[config.mk]
export PLATFORM = sky130hd
export DESIGN_NAME = rom_read_arb
export DESIGN_NICKNAME = d
export VERILOG_FILES = /design/src/rtl/rom_arb_pkg.sv /design/src/rtl/rom_arb_rr.sv /design/src/rtl/rom_read_arb.sv
export SDC_FILE = /design/constraint.sdc
export NUM_CORES = 1
export LEC_CHECK = 0
export ABC_CLOCK_PERIOD_IN_PS = 4550
export BUFFER_PORTS_ARGS = -buffer_cell sky130_fd_sc_hd__buf_2
export CAP_MARGIN = 20
export CELL_PAD_IN_SITES_DETAIL_PLACEMENT = 0
export CELL_PAD_IN_SITES_GLOBAL_PLACEMENT = 2
export CORE_UTILIZATION = 29
export DETAILED_ROUTE_END_ITERATION = 16
export PLACE_DENSITY = 0.83
export SYNTH_ARGS = -nofsm -noshare
export SYNTH_HDL_FRONTEND = slang
export SYNTH_HIERARCHICAL = 1
export SYNTH_SLANG_ARGS = --single-unit
[constraint.sdc]
create_clock -name CLK -period 4.55 [get_ports CLK]
set_input_delay 0.2275 -clock CLK [delete_from_list [all_inputs] [get_ports CLK]]
set_output_delay 0.2275 -clock CLK [all_outputs]
set_load 0.005 [all_outputs]
[src/rtl/rom_arb_pkg.sv]
// -----------------------------------------------------------------------------
// rom_arb_pkg
// Shared definitions for the two-requester ROM read arbiter: ROM geometry and
// the read FSM state encoding.
// -----------------------------------------------------------------------------
package rom_arb_pkg;

  localparam int ROM_AW = 4;   // ROM word address width
  localparam int ROM_DW = 16;  // ROM data width

  // One read in flight at a time: accept, let the ROM sample, capture, respond.
  typedef enum logic [1:0] {
    IDLE,
    ISSUE,
    CAPTURE,
    RESP
  } state_t;

endpackage : rom_arb_pkg

[src/rtl/rom_arb_rr.sv]
// -----------------------------------------------------------------------------
// rom_arb_rr
// Two-input combinational winner select for the ROM read arbiter.
//
// Configuration macro: ROM_ARB_RR_EN
//   defined   : round-robin; on a tie the requester not granted last wins.
//   undefined : fixed priority; requester 0 wins every tie, no last_grant port.
//
// Ports
//   winner     out  selected requester (0 when nothing is valid)
//   valid0/1   in   requester has a read pending
//   last_grant in   requester granted most recently (ROM_ARB_RR_EN only)
// -----------------------------------------------------------------------------
module rom_arb_rr (
  output logic winner,
  input  logic valid0,
  input  logic valid1
`ifdef ROM_ARB_RR_EN
  ,
  input  logic last_grant
`endif
);

  always_comb begin
`ifdef ROM_ARB_RR_EN
    // A lone requester always wins; a tie goes to whoever was not served last.
    if (valid0 && valid1) winner = ~last_grant;
    else                  winner = valid1;
`else
    winner = valid1 & ~valid0;
`endif
  end

endmodule : rom_arb_rr

[src/rtl/rom_read_arb.sv]
// -----------------------------------------------------------------------------
// rom_read_arb
// Arbitrates two read requesters onto one synchronous ROM (registered address,
// data returned one cycle after sampling). Exactly one read is outstanding; a
// read takes four cycles minimum: accept, ISSUE, CAPTURE, RESP.
//
// Configuration macro: ROM_ARB_RR_EN (round-robin when defined, fixed priority
// toward requester 0 otherwise).
//
// Ports
//   CLK                  clock, rising edge
//   RST                  asynchronous active-low reset
//   req0/1_valid, _adr   read requests
//   req0/1_ready         request accepted when ready & valid (IDLE only)
//   rom_adr, rom_d       ROM address (registered) and ROM data
//   rsp_valid/id/data    response, held until rsp_ready
//   rsp_ready            response consumer ready
//   busy                 FSM not in IDLE
// -----------------------------------------------------------------------------
module rom_read_arb
  import rom_arb_pkg::*;
(
  input  logic              CLK,
  input  logic              RST,
  input  logic              req0_valid,
  input  logic [ROM_AW-1:0] req0_adr,
  output logic              req0_ready,
  input  logic              req1_valid,
  input  logic [ROM_AW-1:0] req1_adr,
  output logic              req1_ready,
  output logic [ROM_AW-1:0] rom_adr,
  input  logic [ROM_DW-1:0] rom_d,
  output logic              rsp_valid,
  output logic              rsp_id,
  output logic [ROM_DW-1:0] rsp_data,
  input  logic              rsp_ready,
  output logic              busy
);

  state_t state, next_state;
  logic   winner;
  logic   accept;

`ifdef ROM_ARB_RR_EN
  logic last_grant;

  rom_arb_rr u_arb (
    .winner     (winner),
    .valid0     (req0_valid),
    .valid1     (req1_valid),
    .last_grant (last_grant)
  );

  // Starts at 1 so requester 0 wins the first tie after reset.
  always_ff @(posedge CLK or negedge RST) begin
    if (!RST)                        last_grant <= 1'b1;
    else if (state == IDLE && accept) last_grant <= winner;
  end
`else
  rom_arb_rr u_arb (
    .winner (winner),
    .valid0 (req0_valid),
    .valid1 (req1_valid)
  );
`endif

  // Ready depends only on state and winner, never on the requester's own
  // valid beyond arbitration, so at most one ready is high per cycle.
  assign req0_ready = (state == IDLE) && !winner;
  assign req1_ready = (state == IDLE) &&  winner;
  assign accept     = (req0_ready && req0_valid) || (req1_ready && req1_valid);
  assign busy       = (state != IDLE);

  // NOTE: sequential state uses non-blocking assignments so every register
  // samples pre-edge values regardless of process ordering.
  always_ff @(posedge CLK or negedge RST) begin
    if (!RST) state <= IDLE;
    else      state <= next_state;
  end

  // NOTE: next_state gets its default before the case so no path leaves it
  // unassigned and no latch is inferred.
  always_comb begin
    next_state = state;
    case (state)
      IDLE:    if (accept) next_state = ISSUE;
      ISSUE:   next_state = CAPTURE;
      CAPTURE: next_state = RESP;
      RESP:    if (rsp_ready) next_state = IDLE;
      default: next_state = IDLE;
    endcase
  end

  // Datapath. Reset mid-read clears rsp_valid and returns to IDLE, so the
  // discarded read can never surface as a response.
  always_ff @(posedge CLK or negedge RST) begin
    if (!RST) begin
      rom_adr   <= '0;
      rsp_id    <= 1'b0;
      rsp_data  <= '0;
      rsp_valid <= 1'b0;
    end else begin
      case (state)
        IDLE: begin
          if (accept) begin
            rom_adr <= winner ? req1_adr : req0_adr;
            rsp_id  <= winner;
          end
        end
        CAPTURE: begin
          // ROM sampled rom_adr on the ISSUE->CAPTURE edge; its D is valid now.
          rsp_data  <= rom_d;
          rsp_valid <= 1'b1;
        end
        RESP: begin
          if (rsp_ready) rsp_valid <= 1'b0;
        end
        default: ;
      endcase
    end
  end

endmodule : rom_read_arb

==> metrics.md, run 1 <==
| Metric | Value |
|---|---|
| H-tree depth | `1` |
| Worst R2R Start | `state[0]` |
| Critical path launch point type | `flip-flop` |
| Final worst slack | `2.86 ns` |
| Placement Rows | `21` |
| Max-slew violations | `0` |
| Initial antenna violation count | `0` |
| Global-route met2 utilization | `18.9%` |
| Hold_sp | `rsp_ready` |
| Clock root cell | `clkbuf_8` |
| Worst hold slack | `0.165 ns` |
| Slew margin rel. | `50.5%` |
| CP Capture Type | `flip-flop` |
| Critical path peak fanout | `18` |
| Static leakage | `0.724 nW` |
| Top Family by Delay on Critical Path | `adder cells` |
| Routed wire length | `2120 µm` |
| Min-Delay Path Class | `input pin to flip-flop` |
| Setup Buffers After CTS | `0` |
| Synth unique cells | `19` |
| Maxcap violations | `0` |
| Max Clk Rate | `593 MHz` |
| Vert. Die Dim | `62.8 µm` |
| Core ar. | `3440 µm²` |
| Worst EP required | `4.70 ns` |
| Compound-Gate Fraction of Synth Area | `6.07%` |
| Pwr Density | `648 nW/µm²` |
| Largest family of logic cells by synthesized area | `multiplexers` |
| Port bufs | `53` |
| Setup_tns | `0 ns` |
| Layout Nets | `168` |
| Tot GR Track Use | `11.8%` |
| Crit path from | `state[0]` |
| Switching Fraction | `30.3%` |
| CP arrival | `1.84 ns` |
| CP bufs+invs | `1` |
| Largest net degree at the start of global routing | `25` |
| Final Setup Violations | `0` |
| Min cycle time layout | `1.69 ns` |
| Hold Vio Cnt, Final | `0` |
| Post_cts resized | `0` |
| Num Clock Sinks | `24` |
| Final Instance Area | `1450 µm²` |
| # diodes | `0` |
| Slowest-stage cell, CP | `ha_1` |
| Worst-path clk slew | `0.08 ns` |
| Routed vias/inst | `4.41` |
| Crit-path cells | `inv_1 > ha_1 > mux2_2` |
| Die Area | `3940 µm²` |
| CTS tree | `yes` |
| Synthesized netlist cell count | `79` |
| Yosys Warn Count | `6` |
| Worst Setup Path Type | `flip-flop to flip-flop` |
| Avg Synthesized Cell Area | `13.6 µm²` |
| Xor and xnor area share after synthesis | `0%` |
| DRC | `0` |
| DP Worst Slack | `2.84 ns` |
| Busiest grt layer | `met2` |
| CTS Buf Count | `3` |
| Worst clock skew | `0.00421 ns` |
| Die X | `62.8 µm` |
| Area Overhead vs Synth | `35.7%` |
| Adder-cell area share of the yosys netlist | `4.67%` |
| Congestion Overflow GR | `0` |
| DR WL/cell | `11.8 µm` |
| Worst vdd ir | `0.251 mV` |
| Initial core utilization | `31.1%` |
| M1 GR Usage | `14.8%` |
| Final period utilization | `37.1%` |
| Power, Total | `0.000942 W` |
| Clock latency on the worst-skew pair | `0.26 ns` |
| DR vias | `793` |
| DR iter-0 viols | `35` |
| Routed Antenna Nets | `0` |
| Routability cong. | `0.633` |
| Mux share of post-synthesis cell area | `25.0%` |
| Max clock buf depth | `2` |
| Flop pwr share | `39.4%` |
| First-pass GRT wire length | `3620 µm` |
| Simple-gate share of the synthesized area | `4.79%` |
| #FFs+latches synth | `24` |
| Status | `completed` |
| Gate power share | `41.1%` |
| First drt pass iteration count | `4` |
| Io pins | `54` |
| Worst-margin pin slew | `0.743 ns` |
| Share of layout cells above drive strength 1 | `57.5%` |
| Int Pwr | `0.000656 W` |
| DP Area | `1370 µm²` |
| Mapped Area | `1070 µm²` |
| CP peak stage delay | `0.66 ns` |
| Clock share of power | `19.5%` |
| Vias in the first global route | `838` |
| Register area share after synthesis | `56.1%` |
| Post-DP HPWL | `1630 µm` |
| Grt met3 use | `3.10%` |
| RSZ-0062 raised after global routing | `false` |
| Syn_nets | `112` |
| Sw Pwr | `0.000285 W` |
## power by group through the flow
stage / sequential, W / clock (W) / combinational (W)
3_5_place_dp: 0.000375 / 0 / 0.000395
2_1_floorplan: 0.000381 / 0 / 0.000228
3_3_place_gp: 0.000371 / 0 / 0.000380
4_1_cts: 0.000373 / 0.000190 / 0.000396
6_report: 0.000371 / 0.000183 / 0.000387
5_1_grt: 0.000385 / 0.000198 / 0.000435
## cell usage in the layout, fill, tap and decap left out, types with 2 or more instances in the layout
cell type / instances
nor2_1: 4
o21ai_0: 8
inv_1: 4
dfrtp_1: 24
ha_1: 4
mux2_2: 16
clkbuf_8: 3
a21oi_1: 2
mux2i_1: 5
buf_2: 53
## area by class of cell
cell class	count	area (µm²)
clock buffer	3	41.3
clock inverter	1	30.0
fill	337	1990
inverter	4	15.0
multi-input combinational	48	434
sequential	24	601
tap	46	57.6
timing repair buffer	54	275
## layer usage
metal	vias to the layer above	wire length [µm]	share of wire [%]
met5	-	0	0
met4	0	14	0.66
li1	380	-	-
met2	44	932	44
met1	367	983	46
met3	2	183	8.7
## path summary, 6_finish.rpt
path,endpoint,slack (ns),depth (start not counted)
max,rsp_data[6],2.86,3
min in group asynchronous,rsp_data[2],0.47,2
max reg2reg,rsp_data[6],2.86,3
max in group asynchronous,rom_adr[0],3.71,2
min,rsp_valid,0.17,2
min reg2reg,rsp_data[10],0.51,1
## worst register-to-register path, stage by stage (launching register included)
cell,delay [ns]
dfrtp_1,0.39
inv_1,0.12
ha_1,0.66
mux2_2,0.42
## kinds of logic after synthesis
| family | count (synthesis) |
|---|---|
| fa+ha+maj | 4 |
| simple gates | 9 |
| compound gates | 12 |
| buf+inv | 7 |
| mux | 23 |
| flops | 24 |
## flip-flops by register name, summed over array words and instances (netlist names)
name,cells
rom_adr,4
rsp_data,16
rsp_id,1
rsp_valid,1
state,2
## timing repair
item	CTS	global route
setup endpoints to repair	0	0
hold buffers	1	0
endpoints found under the hold margin	24	0
## synthesized netlist by cell type
library cell	count	area share, %
dfrtp_1	24	56
mux2_2	16	17
o21ai_0	8	3.7
mux2i_1	5	4.7
ha_1	4	4.7
inv_1	4	1.4
nor2_1	4	1.4
a21oi_1	2	0.93
buf_2	2	0.93
a21oi_2	1	0.82
and2_1	1	0.58
buf_6	1	1.1
mux2_4	1	1.4
mux2i_4	1	2.1
nand2_1	1	0.35
nand2b_1	1	0.58
nor2b_1	1	0.58
nor2b_4	1	1.3
o22ai_1	1	0.58
## metrics by stage
stage               utilization, %  cells
detailed placement            39.9    175
floorplan                        -     79
global route                  42.2    180
global placement              39.9    175
finish                        42.2    180
CTS                           42.2    180
(Power assumes the default switching activity.)
==> run 2: changes to the inputs <==
--- a/config.mk
+++ b/config.mk
@@ -5,14 +5,14 @@
 export SDC_FILE = /design/constraint.sdc
 export NUM_CORES = 1
 export LEC_CHECK = 0
-export ABC_CLOCK_PERIOD_IN_PS = 4550
+export ABC_CLOCK_PERIOD_IN_PS = 1700
 export BUFFER_PORTS_ARGS = -buffer_cell sky130_fd_sc_hd__buf_2
 export CAP_MARGIN = 20
 export CELL_PAD_IN_SITES_DETAIL_PLACEMENT = 0
 export CELL_PAD_IN_SITES_GLOBAL_PLACEMENT = 2
-export CORE_UTILIZATION = 29
+export CORE_UTILIZATION = 27
 export DETAILED_ROUTE_END_ITERATION = 16
-export PLACE_DENSITY = 0.83
+export PLACE_DENSITY = 0.78
 export SYNTH_ARGS = -nofsm -noshare
 export SYNTH_HDL_FRONTEND = slang
 export SYNTH_HIERARCHICAL = 1
==> constraint.sdc (replaced) <==
create_clock -name CLK -period 1.7 [get_ports CLK]
set_input_delay 0.085 -clock CLK [delete_from_list [all_inputs] [get_ports CLK]]
set_output_delay 0.085 -clock CLK [all_outputs]
set_load 0.005 [all_outputs]
==> metrics.md, run 2 (synthesis gave the netlist of run 1 again) <==
| Metric | Value |
|---|---|
| Status | `completed` |
| Layout Nets | `170` |
| Max-slew violations | `0` |
| First drt pass iteration count | `4` |
| Largest net degree at the start of global routing | `25` |
| CP Capture Type | `output pin` |
| CTS tree | `yes` |
| Vert. Die Dim | `65.0 µm` |
| Post-DP HPWL | `1640 µm` |
| Placement Rows | `22` |
| Largest regs | `rsp_data x16, rom_adr x4, state x2` |
| FILL cells | `402` |
| DRC | `0` |
| Worst Setup Path Type | `flip-flop to output pin` |
| Most frequent CP cell | `inv_1` |
| Setup_tns | `0 ns` |
| Post_cts resized | `0` |
| CTS Buf Count | `3` |
| Routed wire length | `2090 µm` |
| FF-to-FF setup slack | `0.33 ns` |
| Power, Total | `0.00243 W` |
| Commonest non-fill, non-tap cell in the layout | `buf_2` |
| Worst-margin pin slew | `0.527 ns` |
| Io pins | `54` |
| Worst-path clk slew | `0.08 ns` |
| Max Clk Rate | `678 MHz` |
| RSZ-0062 raised after global routing | `false` |
| Initial antenna violation count | `0` |
| Critical path launch point type | `flip-flop` |
| FF/Latch Area | `601 µm²` |
| Worst EP required | `1.62 ns` |
| CP peak stage delay | `0.38 ns` |
| Multi-input logic area | `434 µm²` |
| # placed instances | `179` |
| Num Clock Sinks | `24` |
| Maxcap violations | `0` |
| DR WL/cell | `11.4 µm` |
| Area Overhead vs Synth | `35.9%` |
| Die Area | `4220 µm²` |
| Slowest-stage cell, CP | `dfrtp_1` |
| Congestion Overflow GR | `0` |
| Routed Antenna Nets | `0` |
| Clock root cell | `clkbuf_8` |
| Hold Vio Cnt, Final | `0` |
| Core ar. | `3740 µm²` |
| DP Area | `1390 µm²` |
| Slew margin rel. | `64.9%` |
| Routed vias/inst | `4.41` |
| Crit-path cells | `inv_1 > ha_1 > inv_1 > nor2_1 > buf_2` |
| Die X | `65.0 µm` |
| Port bufs | `53` |
| Worst vdd ir | `0.703 mV` |
| Pwr Density | `1670 nW/µm²` |
| Initial core utilization | `28.6%` |
| Share of layout cells above drive strength 1 | `58.1%` |
| Final Instance Area | `1460 µm²` |
| CP arrival | `1.39 ns` |
| Min-Delay Path Class | `input pin to flip-flop` |
| Worst clock skew | `0.00181 ns` |
| Final Setup Violations | `0` |
| Worst hold slack | `0.0356 ns` |
| Critical path peak fanout | `6` |
| Routability cong. | `0.729` |
| Max FFs per register | `16` |
| Min cycle time layout | `1.48 ns` |
| Final period utilization | `86.8%` |
| Clock latency on the worst-skew pair | `0.26 ns` |
| Largest reg by FF count | `rsp_data` |
| Most frequent cells in the layout | `53 x buf_2, 24 x dfrtp_1, 16 x mux2_2` |
| # diodes | `0` |
| Tot GR Track Use | `10.9%` |
| Static leakage | `0.727 nW` |
| DR vias | `811` |
| H-tree depth | `1` |
| First-pass GRT wire length | `3470 µm` |
| DR iter-0 viols | `11` |
| Max clock buf depth | `2` |
| Vias in the first global route | `769` |
| Final non-filler cell total | `184` |
## run 2: stage by stage
| step | utilization (%) | worst slack (ns) |
|---|---|---|
| after floorplan | - | 0.234 |
| after detailed placement | 37.1 | 0.285 |
| after global routing | 38.9 | 0.0447 |
| after CTS | 38.9 | 0.196 |
| after global placement | 37.1 | 0.327 |
| final | 38.9 | 0.225 |
## run 2: area by class of cell
| class | instances | area share [%] |
|---|---|---|
| Sequential cell | 24 | 41.3 |
| Multi-Input combinational cell | 48 | 29.8 |
| Timing Repair Buffer | 56 | 19.9 |
| Tap cell | 48 | 4.13 |
| Clock buffer | 4 | 3.78 |
| Inverter | 4 | 1.03 |
## run 2: power by group
part	switching, W	total, W	leakage (nW)	internal, W
sequential	0.000140	0.000994	0.284	0.000854
combinational	0.000452	0.00107	0.415	0.000614
clock	0.000167	0.000373	0.0288	0.000206
total	0.000759	0.00243	0.727	0.00167
## run 2: metal layers
layer	track usage, %	routed length (µm)	up-vias
li1	-	-	385
met1	13.5	925	401
met3	2.99	117	2
met2	17.8	1040	23
met4	4.17	8	0
met5	0	0	-
## run 2: critical path, delay by kind of cell, from the launching register on
| family | cells | cell delay [ns] |
|---|---|---|
| buffers and inverters | 3 | 0.36 |
| adder cells (fa/ha/maj) | 1 | 0.29 |
| AND/OR/NAND/NOR | 1 | 0.10 |
| flip-flops | 1 | 0.38 |
## run 2: path summary, 6_finish.rpt
check	cells past startpoint	from	to
setup / recovery	5	state[0]	req0_ready
hold / removal	2	rsp_ready	rsp_valid
setup reg to reg	4	state[1]	state[1]
hold reg to reg	1	rsp_data[5]	rsp_data[5]
max in group asynchronous	2	RST	rsp_data[0]
min in group asynchronous	2	RST	rsp_data[12]
## run 2: timing repair
action	4_1_cts	5_1_grt
setup buffers	0	0
hold buffers	1	0
hold endpoints to repair	24	0
==> run 3: changes to the inputs <==
--- a/config.mk
+++ b/config.mk
@@ -5,14 +5,15 @@
 export SDC_FILE = /design/constraint.sdc
 export NUM_CORES = 1
 export LEC_CHECK = 0
+export ABC_AREA = 1
 export ABC_CLOCK_PERIOD_IN_PS = 1700
 export BUFFER_PORTS_ARGS = -buffer_cell sky130_fd_sc_hd__buf_2
 export CAP_MARGIN = 20
 export CELL_PAD_IN_SITES_DETAIL_PLACEMENT = 0
 export CELL_PAD_IN_SITES_GLOBAL_PLACEMENT = 2
-export CORE_UTILIZATION = 27
+export CORE_UTILIZATION = 24
 export DETAILED_ROUTE_END_ITERATION = 16
-export PLACE_DENSITY = 0.78
+export PLACE_DENSITY = 0.77
 export SYNTH_ARGS = -nofsm -noshare
 export SYNTH_HDL_FRONTEND = slang
 export SYNTH_HIERARCHICAL = 1
==> metrics.md, run 3 <==
| Metric | Value |
|---|---|
| Static leakage | `0.860 nW` |
| Io pins | `54` |
| Critical path depth | `5` |
| Worst clock skew | `0.00229 ns` |
| DRC | `0` |
| WL met3 | `195 µm` |
| Tot GR Track Use | `11.6%` |
| Synth unique cells | `17` |
| Crit path from | `state[0]` |
| Routability cong. | `0.788` |
| Max Clk Rate | `665 MHz` |
| Synthesized netlist cell count | `125` |
| Final period utilization | `88.5%` |
| Setup_tns | `0 ns` |
| Layout Nets | `214` |
| Avg Synthesized Cell Area | `8.80 µm²` |
| Post-DP HPWL | `1970 µm` |
| #FFs+latches synth | `24` |
| Routed wire length | `2570 µm` |
| Vias in the first global route | `969` |
| Routed vias/inst | `4.20` |
| Commonest non-fill, non-tap cell in the layout | `nand2_1` |
| Largest reg by FF count | `rsp_data` |
| Top Family by Delay on Critical Path | `flip-flops` |
| Area Overhead vs Synth | `36.1%` |
| Final Setup Violations | `0` |
| Syn_nets | `158` |
| Top Metal Used | `met4` |
| Post_cts resized | `0` |
| Largest net degree at the start of global routing | `25` |
| CP Capture Type | `output pin` |
| DP Worst Slack | `0.280 ns` |
| CTS tree | `yes` |
| Count leader, synth | `nand2_1` |
| Share of layout cells above drive strength 1 | `37.2%` |
| H-tree depth | `1` |
| Worst hold stages | `3` |
| DR vias | `975` |
| Initial core utilization | `25.1%` |
| Worst R2R Start | `state[0]` |
| Max-slew violations | `0` |
| Congestion Overflow GR | `0` |
| DR WL/cell | `11.1 µm` |
| Metal2 WL | `1170 µm` |
| Register area share after synthesis | `54.6%` |
| Port bufs | `53` |
| Largest regs | `rsp_data x16, rom_adr x4, state x2` |
| Post-synth EDFFs | `0` |
| Critical path peak fanout | `5` |
| DR iter-0 viols | `55` |
| Worst-margin pin slew | `0.549 ns` |
| Num Clock Sinks | `24` |
| Area contributors post-synth | `dfrtp_1 55%, nand2_1 21%, ha_1 4.6%` |
| Int Pwr | `0.00164 W` |
| Initial antenna violation count | `0` |
| Asr flop ratio synth | `100%` |
| Slowest-stage cell, CP | `dfrtp_1` |
| Gate power share | `41.8%` |
| Mapped Area | `1100 µm²` |
| CP peak stage delay | `0.41 ns` |
| # diodes | `0` |
| Routed Antenna Nets | `0` |
| # placed instances | `227` |
| Min-Delay Path Class | `input pin to flip-flop` |
| Reg2reg path depth | `7` |
| Final non-filler cell total | `232` |
| Synth cell count leaders | `61 x nand2_1, 24 x dfrtp_1, 6 x inv_1, 6 x nand3_1` |
| RSZ-0062 raised after global routing | `false` |
| Final worst slack | `0.195 ns` |
| Flop pwr share | `38.9%` |
| FILL cells | `467` |
| Worst-path clk slew | `0.08 ns` |
| Die X | `69.7 µm` |
| Maxcap violations | `0` |
| Worst Setup Path Type | `flip-flop to output pin` |
| CP bufs+invs | `3` |
| Top-area cell type share of the netlist area | `54.6%` |
| Clock root cell | `clkbuf_8` |
| First-pass GRT wire length | `4540 µm` |
| First drt pass iteration count | `4` |
| Clock latency on the worst-skew pair | `0.26 ns` |
| Pwr Density | `1730 nW/µm²` |
| CTS Buf Count | `3` |
| Worst EP required | `1.62 ns` |
| Crit-path cells | `inv_1 > ha_1 > inv_1 > nor2_1 > buf_2` |
| Status | `completed` |
| CP arrival | `1.42 ns` |
| Hold Vio Cnt, Final | `0` |
| Clock share of power | `19.3%` |
| Switching Fraction | `36.7%` |
| Slew margin rel. | `63.4%` |
| Die Area | `4860 µm²` |
| Hold_sp | `rom_d[3]` |
| Max clock buf depth | `2` |
| Setup Buffers After CTS | `0` |
| Top FF cell, synth | `dfrtp_1` |
| Max FFs per register | `16` |
| Yosys Warn Count | `6` |
| Min cycle time layout | `1.50 ns` |
| Most frequent CP cell | `inv_1` |
| Core ar. | `4380 µm²` |
| Metal-1 WL | `1190 µm` |
| Placement Rows | `24` |
| Critical path launch point type | `flip-flop` |
| Vert. Die Dim | `69.7 µm` |
| Sw Pwr | `0.000947 W` |
| Most frequent cells in the layout | `61 x nand2_1, 53 x buf_2, 24 x dfrtp_1` |
| Worst vdd ir | `0.491 mV` |
| Post-synth top area cell | `dfrtp_1` |
-- run 3: worst min-delay path, delay by kind of cell --
family                 cells  cell delay (ns)
buffers and inverters      1             0.07
AND/OR/NAND/NOR            2             0.09
-- run 3: power by group through the flow --
stage	sequential, W	clock [W]	combinational [W]
3_3_place_gp	0.00101	0	0.00107
4_1_cts	0.00101	0.000523	0.00112
3_5_place_dp	0.00102	0	0.00111
5_1_grt	0.00105	0.000549	0.00127
2_1_floorplan	0.00103	0	0.000614
6_report	0.00100	0.000498	0.00108
-- run 3: area by class of cell --
class,count,area (µm²),share of cell area [%]
timing repair buffer,55,283,18.9
multi-input combinational,89,447,29.8
clock buffer,3,41.3,2.76
inverter,8,30.0,2.01
sequential,24,601,40.1
clock inverter,1,30.0,2.01
tap,52,65.1,4.35
-- run 3: cell families (layout without fill, tap and decap cells) --
logic type / Yosys count / count (layout) / synth area share, %
AND/OR/NAND/NOR: 80 / 80 / 32.9
flip-flops: 24 / 24 / 54.6
buffers and inverters: 12 / 67 / 4.78
AO/OA/AOI/OAI: 5 / 5 / 3.19
adder cells (fa/ha/maj): 4 / 4 / 4.55
-- run 3: what timing repair did --
action | in CTS | in global routing
hold buffers | 1 | 0
endpoints found under the hold margin | 24 | 0
setup endpoints to repair | 0 | 0
-- run 3: path summary, 6_finish.rpt --
kind / slack, ns / end
setup / recovery: 0.20 / req0_ready
hold / removal: 0.02 / rsp_data[3]
setup reg to reg: 0.28 / state[1]
hold reg to reg: 0.47 / rsp_data[3]
max in group asynchronous: 1.00 / state[1]
min in group asynchronous: 0.33 / rsp_data[7]
-- run 3: metrics by stage --
step | cell area [µm²] | total power, W | util [%] | hold slack [ns]
floorplan | 1100 | 0.00165 | - | -0.211
CTS | 1500 | 0.00265 | 34.1 | 0.00177
finish | 1500 | 0.00258 | 34.1 | 0.0151
global placement | 1420 | 0.00208 | 32.3 | 0.102
detailed placement | 1420 | 0.00213 | 32.3 | 0.113
global route | 1500 | 0.00286 | 34.1 | 0.00818
-- run 3: metal layers --
metal | global-route usage (%) | vias to the layer above
met3 | 3.78 | 2
met2 | 18.9 | 42
li1 | - | 495
met4 | 2.00 | 0
met5 | 0 | -
met1 | 15.3 | 436
